$ cat src/rtl/otter_uart_tx.sv
// Memory-mapped 8N1 UART transmitter on the otter_bus secondary side.
// Bytes are queued in a TX FIFO and shifted out LSB first on tx.
module otter_uart_tx #(
  parameter int FIFO_DEPTH  = 16,
  parameter int DEFAULT_DIV = 868,
  parameter int WIDTH       = 32
) (
  input  logic             clk,
  input  logic             rst_n,
  input  logic             wr,
  input  logic             rd,
  input  logic [1:0]       size,
  input  logic [WIDTH-1:0] addr,
  input  logic [WIDTH-1:0] wdata,
  output logic [WIDTH-1:0] rdata,
  output logic             error,
  output logic             tx,
  output logic             irq
);

  localparam int AW = $clog2(FIFO_DEPTH);
  localparam int CW = AW + 1;

  typedef enum logic [1:0] {IDLE = 2'd0, START = 2'd1, DATA = 2'd2, STOP = 2'd3} state_t;

  state_t          state_q, state_d;
  logic [7:0]      shift_q, shift_d;
  logic [2:0]      bit_idx_q, bit_idx_d;
  logic [15:0]     baud_cnt_q, baud_cnt_d;
  logic [15:0]     div_q, div_d;
  logic [AW-1:0]   wptr_q, wptr_d;
  logic [AW-1:0]   rptr_q, rptr_d;
  logic [CW-1:0]   count_q, count_d;
  logic [7:0]      mem_q [FIFO_DEPTH];

  logic [3:0]      a_s;
  logic            full_s, empty_s, pop_s, push_s, div_wr_s, error_s, tx_s;
  logic [15:0]     p_m1_s;
  logic [7:0]      cnt8_s;
  logic [WIDTH-1:0] rdata_s;
  logic            unused_bits;

  assign a_s     = addr[3:0];
  assign full_s  = (count_q == CW'(FIFO_DEPTH));
  assign empty_s = (count_q == {CW{1'b0}});
  assign pop_s   = (state_q == IDLE) && !empty_s;
  assign p_m1_s  = (div_q == 16'd0) ? 16'd0 : (div_q - 16'd1);
  assign cnt8_s  = 8'(count_q);
  assign unused_bits = ^{addr[WIDTH-1:4], wdata[WIDTH-1:16]};

  // A full FIFO still accepts a push when the transmitter pops in the same cycle.
  assign error_s = (wr || rd) && (
                     (a_s[1:0] != 2'b00) || (a_s == 4'hC) ||
                     (size == 2'b11) || (size == 2'b01) ||
                     ((size == 2'b00) && (a_s != 4'h0)) ||
                     (wr && rd) || (wr && (a_s == 4'h4)) ||
                     (wr && (a_s == 4'h0) && full_s && !pop_s));

  assign push_s   = wr && !error_s && (a_s == 4'h0);
  assign div_wr_s = wr && !error_s && (a_s == 4'h8);

  // Register read mux; silent unless a legal read is in progress.
  always_comb begin
    rdata_s = {WIDTH{1'b0}};
    if (rd && !error_s) begin
      case (a_s)
        4'h4: begin
          rdata_s[0]    = (state_q != IDLE);
          rdata_s[1]    = full_s;
          rdata_s[2]    = empty_s;
          rdata_s[15:8] = cnt8_s;
        end
        4'h8:    rdata_s[15:0] = div_q;
        default: rdata_s = {WIDTH{1'b0}};
      endcase
    end else begin
      rdata_s = {WIDTH{1'b0}};
    end
  end

  // FIFO pointer/count and baud divider next-state.
  always_comb begin
    wptr_d  = wptr_q;
    rptr_d  = rptr_q;
    count_d = count_q;
    div_d   = div_q;
    if (push_s) begin
      wptr_d = wptr_q + {{(AW-1){1'b0}}, 1'b1};
    end else begin
      wptr_d = wptr_q;
    end
    if (pop_s) begin
      rptr_d = rptr_q + {{(AW-1){1'b0}}, 1'b1};
    end else begin
      rptr_d = rptr_q;
    end
    case ({push_s, pop_s})
      2'b10:   count_d = count_q + {{(CW-1){1'b0}}, 1'b1};
      2'b01:   count_d = count_q - {{(CW-1){1'b0}}, 1'b1};
      default: count_d = count_q;
    endcase
    if (div_wr_s) begin
      div_d = wdata[15:0];
    end else begin
      div_d = div_q;
    end
  end

  // Transmit FSM; the baud counter reloads from the live divider at each bit boundary.
  always_comb begin
    state_d    = state_q;
    shift_d    = shift_q;
    bit_idx_d  = bit_idx_q;
    baud_cnt_d = baud_cnt_q;
    case (state_q)
      IDLE: begin
        if (pop_s) begin
          shift_d    = mem_q[rptr_q];
          baud_cnt_d = p_m1_s;
          bit_idx_d  = 3'd0;
          state_d    = START;
        end else begin
          state_d = IDLE;
        end
      end
      START: begin
        if (baud_cnt_q == 16'd0) begin
          baud_cnt_d = p_m1_s;
          state_d    = DATA;
        end else begin
          baud_cnt_d = baud_cnt_q - 16'd1;
        end
      end
      DATA: begin
        if (baud_cnt_q == 16'd0) begin
          baud_cnt_d = p_m1_s;
          shift_d    = {1'b0, shift_q[7:1]};
          if (bit_idx_q == 3'd7) begin
            state_d = STOP;
          end else begin
            bit_idx_d = bit_idx_q + 3'd1;
          end
        end else begin
          baud_cnt_d = baud_cnt_q - 16'd1;
        end
      end
      STOP: begin
        if (baud_cnt_q == 16'd0) begin
          state_d = IDLE;
        end else begin
          baud_cnt_d = baud_cnt_q - 16'd1;
        end
      end
      default: state_d = IDLE;
    endcase
  end

  // Line level follows state so an async reset raises tx without a clock.
  always_comb begin
    case (state_q)
      START:   tx_s = 1'b0;
      DATA:    tx_s = shift_q[0];
      default: tx_s = 1'b1;
    endcase
  end

  // State registers.
  always_ff @(posedge clk or negedge rst_n) begin
    if (!rst_n) begin
      state_q    <= IDLE;
      shift_q    <= 8'd0;
      bit_idx_q  <= 3'd0;
      baud_cnt_q <= 16'd0;
      div_q      <= 16'(DEFAULT_DIV);
      wptr_q     <= {AW{1'b0}};
      rptr_q     <= {AW{1'b0}};
      count_q    <= {CW{1'b0}};
    end else begin
      state_q    <= state_d;
      shift_q    <= shift_d;
      bit_idx_q  <= bit_idx_d;
      baud_cnt_q <= baud_cnt_d;
      div_q      <= div_d;
      wptr_q     <= wptr_d;
      rptr_q     <= rptr_d;
      count_q    <= count_d;
    end
  end

  // FIFO storage; contents are only observable through the pointers.
  always_ff @(posedge clk) begin
    if (push_s) begin
      mem_q[wptr_q] <= wdata[7:0];
    end
  end

  assign rdata = rdata_s;
  assign error = error_s;
  assign tx    = tx_s;
  assign irq   = empty_s && (state_q == IDLE);

endmodule

$ cat config.mk
export PLATFORM = sky130hd
export DESIGN_NAME = otter_uart_tx
export DESIGN_NICKNAME = d
export VERILOG_FILES = /design/src/rtl/otter_uart_tx.sv
export SDC_FILE = /design/constraint.sdc
export NUM_CORES = 1
export LEC_CHECK = 0
export BUFFER_PORTS_ARGS = -buffer_cell sky130_fd_sc_hd__buf_4
export CAP_MARGIN = 40
export CORE_ASPECT_RATIO = 1.25
export CORE_MARGIN = 8
export CORE_UTILIZATION = 60
export CTS_CLUSTER_DIAMETER = 60
export DETAILED_ROUTE_END_ITERATION = 6
export PLACE_DENSITY = 0.84
export SETUP_SLACK_MARGIN = 0.3
export SYNTH_ARGS = -nofsm -noshare
export SYNTH_HDL_FRONTEND = slang
export SYNTH_SLANG_ARGS = --single-unit
$ cat constraint.sdc
create_clock -name clk -period 6.9 [get_ports clk]
set_clock_uncertainty 0.05 [all_clocks]
set_input_delay 0.345 -clock clk [delete_from_list [all_inputs] [get_ports clk]]
set_output_delay 0.345 -clock clk [all_outputs]
set_load 0.02 [all_outputs]
# --- After elaboration in Yosys (flattened, before gate mapping) ---
# Memory sizes are Yosys's and may differ from the RTL's.
# Index checks and enable logic that the tools add are counted.
word_totals:
  input_bits: 70
  mem_count: 1
  word_cells: 101
  output_inout_bits: 35
  reg_bits: 58
  ramBits: 128
classes:
  mux: 26
  eq_ne: 19
  n_reduce_logical: 40
  n_addsub: 7
memory_table:
  columns: ["memory", "depth", "width", "read_ports", "rd_ports_with_merged_regs", "wr", "line_no", "rtl"]
  rows:
  - ["mem_q", 16, 8, 1, 0, 1, "34", "logic [7:0] mem_q [FIFO_DEPTH];"]
op_table:
  columns: ["op", "n"]
  rows:
  - ["2-to-1 mux 16 bit", 5]
  - ["one-hot mux 16 bit (3 select lines)", 1]
  - ["zero test 16 bit", 2]
  - ["one-hot mux 8 bit (2 select lines)", 2]
  - ["subtractor 16 x 1 -> 16 bit, second input constant", 2]
  - ["2-to-1 mux 8 bit", 2]
  - ["!= test 2 bit, second input constant", 7]
  - ["logical AND 1 bit", 13]
  - ["one-hot mux 3 bit (2 select lines)", 2]
  - ["one-hot mux 5 bit (2 select lines)", 1]
  - ["2-to-1 mux 3 bit", 3]
  - ["adder 4 x 1 -> 4 bit, second input constant", 2]
  - ["== test 2 bit, second input constant", 4]
  - ["== test 4 bit, second input constant", 2]
  - ["logical OR 1 bit", 8]
  - ["2-to-1 mux 2 bit", 4]
  - ["one-hot mux 2 bit (4 select lines)", 1]
  - ["AND reduction 4 bit", 2]
  - ["nonzero test 2 bit", 4]
  - ["== test 2 x 1 -> 1 bit, second input constant", 3]
  - ["adder 5 x 1 -> 5 bit, second input constant", 1]
  - ["== test 5 bit, second input constant", 1]
  - ["zero test 5 bit", 1]
  - ["2-to-1 mux 5 bit", 1]
  - ["13 further kinds", 18]

# --- Depth between registers and ports, before layout ---
logic_depth:
  depth_word: 14
  mapped_depth: 14
  depth_no_buf: 13

# --- Worst setup path before layout ---
# Ideal clock, no wire load.
synth_path:
  path_kind: "flip-flop to flip-flop"
  from: "register state_q[0]"
  to: "register count_q[4]"
  path_buffers: 1
  period_less_slack_ns: 3.023
  stages_incl_launch_ff: 15
  required_time_ns: 6.722
  t_arrival_ns: 2.845
  path_slack_ns: 3.877
  setup_time_ns: 0.128
  cell_sequence: "dfrtp_1 inv_1 ha_1 nor2b_1 a2111oi_4 inv_2 ha_1 clkbuf_1 xor2_1 ha_1 o21a_1 o21ai_0 o21bai_1 mux2i_1 xnor2_1"
synth_via:
  elab_chain_cells: 11
  elab_cells_between_ends: 13
  classes_between: "eq/ne: 2; mux: 1; reduce/logical: 10"
synth_lines:
  columns: ["item", "line_no", "rtl"]
  rows:
  - ["start, declared", "26", "state_t state_q, state_d;"]
  - ["start signal, assigned", "179", "state_q <= state_d;"]
  - ["zero test 2 bit *", "46", "assign pop_s = (state_q == IDLE) && !empty_s;"]
  - ["logical AND 1 bit *", "46", null]
  - ["zero test 1 bit", "57", "(wr && (a_s == 4'h0) && full_s && !pop_s));"]
  - ["logical AND 1 bit", "57", null]
  - ["logical OR 1 bit", "56", "(wr && rd) || (wr && (a_s == 4'h4)) ||"]
  - ["logical AND 1 bit", "52", "assign error_s = (wr || rd) && ("]
  - ["zero test 1 bit", "59", "assign push_s = wr && !error_s && (a_s == 4'h0);"]
  - ["logical AND 1 bit (2 in series)", "59", null]
  - ["== test 2 x 1 -> 1 bit / == test 2 bit (equally long branches)", "97", "case ({push_s, pop_s})"]
  - ["one-hot mux 5 bit (2 select lines) / nonzero test 2 bit (equally long branches)", null, null]
  - ["end signal, assigned", "177", "count_q <= {CW{1'b0}};"]
  - ["end signal, assigned", "186", "count_q <= count_d;"]
  - ["end, declared", "33", "logic [CW-1:0] count_q, count_d;"]
# Mark *: on every way between the ends. The rest lies on a longest branch, timed or not.
# A chain may end at the register's enable or synchronous reset.

# --- Worst setup path after layout ---
layout_path:
  from: "register state_q[0]"
  to: "register count_q[4]"
layout_via:
  elab_chain_cells: 11
  elab_cells_between_ends: 13
  classes_between: "eq/ne: 2; mux: 1; reduce/logical: 10"
layout_lines:
  columns: ["item", "line_no", "rtl"]
  rows:
  - ["zero test 2 bit *", "46", null]
  - ["logical AND 1 bit *", "46", null]
  - ["via pop_s", "37", "logic full_s, empty_s, pop_s, push_s, div_wr_s, error_s, tx_s;"]
  - ["zero test 1 bit", "57", null]
  - ["logical AND 1 bit", "57", null]
  - ["logical OR 1 bit", "56", null]
  - ["logical AND 1 bit", "52", null]
  - ["zero test 1 bit", "59", null]
  - ["logical AND 1 bit (2 in series)", "59", null]
  - ["== test 2 x 1 -> 1 bit / == test 2 bit (equally long branches)", "97", null]
  - ["one-hot mux 5 bit (2 select lines) / nonzero test 2 bit (equally long branches)", null, null]
# The timed path passes the listed nets; every way through them passes the cells marked *.

==> summary.md <==
| Metric | Value |
|---|---|
| Worst slew pin tran | `873.5 ps` |
| GRT Total Usage | `20.98%` |
| Status | `finished, final reports clean` |
| Worst-Skew Late Latency | `440 ps` |
| Fin Hold WS | `85.12 ps` |
| Slew Limit Fails | `0` |
| Synthesized instance count | `623` |
| Routed WL per cell | `22.79 µm` |
| M2 GR Usage | `37.92%` |
| Critical path class | `flip-flop to flip-flop` |
| Initial drt markers | `551` |
| Met1 Use GR | `23.83%` |
| Antenna-violating nets left | `0` |
| Full die area | `18960 µm²` |
| Root buffer cell | `clkbuf_16` |
| Largest net degree at the start of global routing | `59` |
| Die width | `124.8 µm` |
| Chip height | `151.9 µm` |
| Endpoints failing hold | `0` |
| Synthesized area | `8871 µm²` |
| PwrDens | `388.5 nW/µm²` |
| Fillers | `910` |
| Core box area | `14410 µm²` |
| PortBufs | `44` |
| Vias in the first global route | `5660` |
| Leak | `0.003622 µW` |
| Synth cell types | `69` |
| FFs w/ async S/R, synth | `31.18%` |
| Diode count | `0` |
| Drt drc | `0` |
| Top FF cell, synth | `edfxtp_1` |
| Num CTS Buffers | `17` |
| GRT met3 Usage | `3.933%` |
| Placement row count | `49` |
| H-tree Lvls | `4` |
| Initial Util | `61.57%` |
| Sequential fraction of the synthesis area | `59.76%` |
| Layout cells sized above 1 | `25.51%` |
| Final period util | `51.57%` |
| Ports | `105` |
| Flops & latches, synth | `186` |
| CTS tree | `built` |
| Global-route layer with the greatest usage | `met2` |
| Fin crit period | `3558 ps` |
| Ys Warns | `0` |
| Post-synth EDFFs | `128` |
| Mean post-synth cell area | `14.24 µm²` |
| Critical-path maximum fanout | `10` |
| Max VDD drop | `0.2649 mV` |
| Count of final setup violators | `0` |
| Cts repair resizes | `0` |
| Routed WL | `19690 µm` |
| Crit path launch type | `flip-flop` |
| Critical path arrival | `3870 ps` |
| First-pass GRT wire length | `31150 µm` |
| Crit path required time | `7210 ps` |
| Setup TNS | `0 ps` |
| Slew HR | `41.55%` |
| Clock transition at path regs | `70 ps` |
| Maximum Capacitance Violations | `0` |
| CTS Sinks | `186` |
| Vias | `5570` |
| Max Clk Rate | `0.2810 GHz` |
| Max clock buf depth | `2` |
| Nets | `761` |
| P&R area growth vs syn | `11.79%` |
| Worst min path class | `primary input to flip-flop` |
| Gpl congestion | `0.8364` |
| Crit path capture type | `flip-flop` |
| Drt pass-1 iters | `5` |
| Initial antenna violation count | `0` |
| Post-DP HPWL | `13210 µm` |
| Total grt overflow | `0` |
| RSZ-0062 raised after global routing | `no` |
| Vias per inst | `6.447` |
[metal layers]
layer,vias up,part of all wire [%]
met2,226,55
met4,0,2.0
li1,2486,-
met3,37,5.5
met5,-,0
met1,2821,37
[report_power, final]
group | internal (µW) | switching (µW)
Sequential | 1310 | 148
Combinational | 644 | 832
Clock | 475 | 443
[cell usage after synthesis (5+ instances only)]
master	count	area, µm²
a21oi_1	13	65.06
o21ai_0	25	125.1
nor2b_1	7	43.79
inv_1	17	63.81
edfxtp_1	128	3844
nor2_1	30	112.6
o221ai_1	7	61.31
nand3_1	10	50.05
dfstp_2	5	131.4
mux2_2	24	270.3
a221oi_1	7	61.31
buf_2	6	30.03
xnor2_1	14	122.6
a22o_1	9	78.83
buf_4	20	150.1
a211oi_1	6	45.04
mux4_2	32	720.7
ha_1	18	225.2
nor3_1	19	95.09
a22oi_1	8	60.06
nor4_1	10	62.56
and2_1	15	93.84
clkbuf_1	17	63.81
dfrtp_1	53	1326
nand2_1	28	105.1
xor2_1	12	105.1
[final timing paths]
path,start,end,slack (ps),cells past startpoint
max in group asynchronous,rst_n,rptr_q[0],5770,2
max reg2reg,state_q[0],count_q[4],3340,12
min in group asynchronous,rst_n,shift_q[3],460,2
min reg2reg,shift_q[0],shift_q[0],460,1
min,wdata[14],div_q[14],90,2
max,state_q[0],count_q[4],3340,12
[metrics by stage]
step	std cells	worst slack [ps]	instance area (µm²)	power, µW	util (%)
finish	864	3342	9917	3853	68.83
global route	864	3206	9917	4054	68.83
CTS	863	3412	9910	3856	68.78
detailed placement	830	3453	9338	2929	64.81
global placement	828	3585	9316	2839	64.66
floorplan	638	3877	8927	2588	-
[sequential cells by signal, summed over array words and instances (netlist names)]
signal	flops
mem_q	128
bit_idx_q	3
state_q	2
rptr_q	4
shift_q	8
count_q	5
wptr_q	4
baud_cnt_q	16
div_q	16
[placed cells by master, fill, tap and decap left out, types with 12 or more instances in the layout]
cell type / count
and2_1: 15
o21ai_0: 25
clkbuf_16: 17
nand2_1: 28
nor2_1: 30
ha_1: 18
dfrtp_1: 52
xnor2_1: 14
edfxtp_1: 128
conb_1: 16
xor2_1: 12
mux2_2: 24
mux4_2: 32
buf_4: 57
inv_1: 17
nor3_1: 19
a21oi_1: 13
[critical path, stage by stage (launching register included)]
cell and delay (ps):
dfrtp_1 400, inv_1 130, ha_1 340, inv_1 190, nor2_1 680, ha_1 500
xor2_1 190, ha_1 220, o21a_1 120, o21ai_0 70, o21bai_1 210, mux2i_1 260
xnor2_1 140
[kinds of logic (layout without fill, tap and decap cells)]
group	Yosys count	in the layout	share of synthesized area (%)
flops	186	186	59.76
simple gates	157	157	10.32
compound gates	112	112	9.380
buf+inv	62	110	3.639
mux	61	61	11.75
xor+xnor	26	26	2.567
fa+ha+maj	18	18	2.539
other cells	1	16	0.04227
[what timing repair did]
| action | in CTS | in global routing |
|---|---|---|
| hold buffers | 1 | 0 |
| buffers inserted | 0 | 0 |
| endpoints found under the hold margin | 53 | 0 |
[area by class of cell]
cell class,count,area (µm²),share of cell area (%)
clock inverter,14,132.6,1.337
multi-input combinational,390,3303,33.31
sequential,186,5303,53.47
inverter,18,67.56,0.6813
clock buffer,18,429.2,4.328
tap,178,222.7,2.246
timing repair buffer,60,459.2,4.630
No activity file was read; power rests on OpenSTA's default activity.
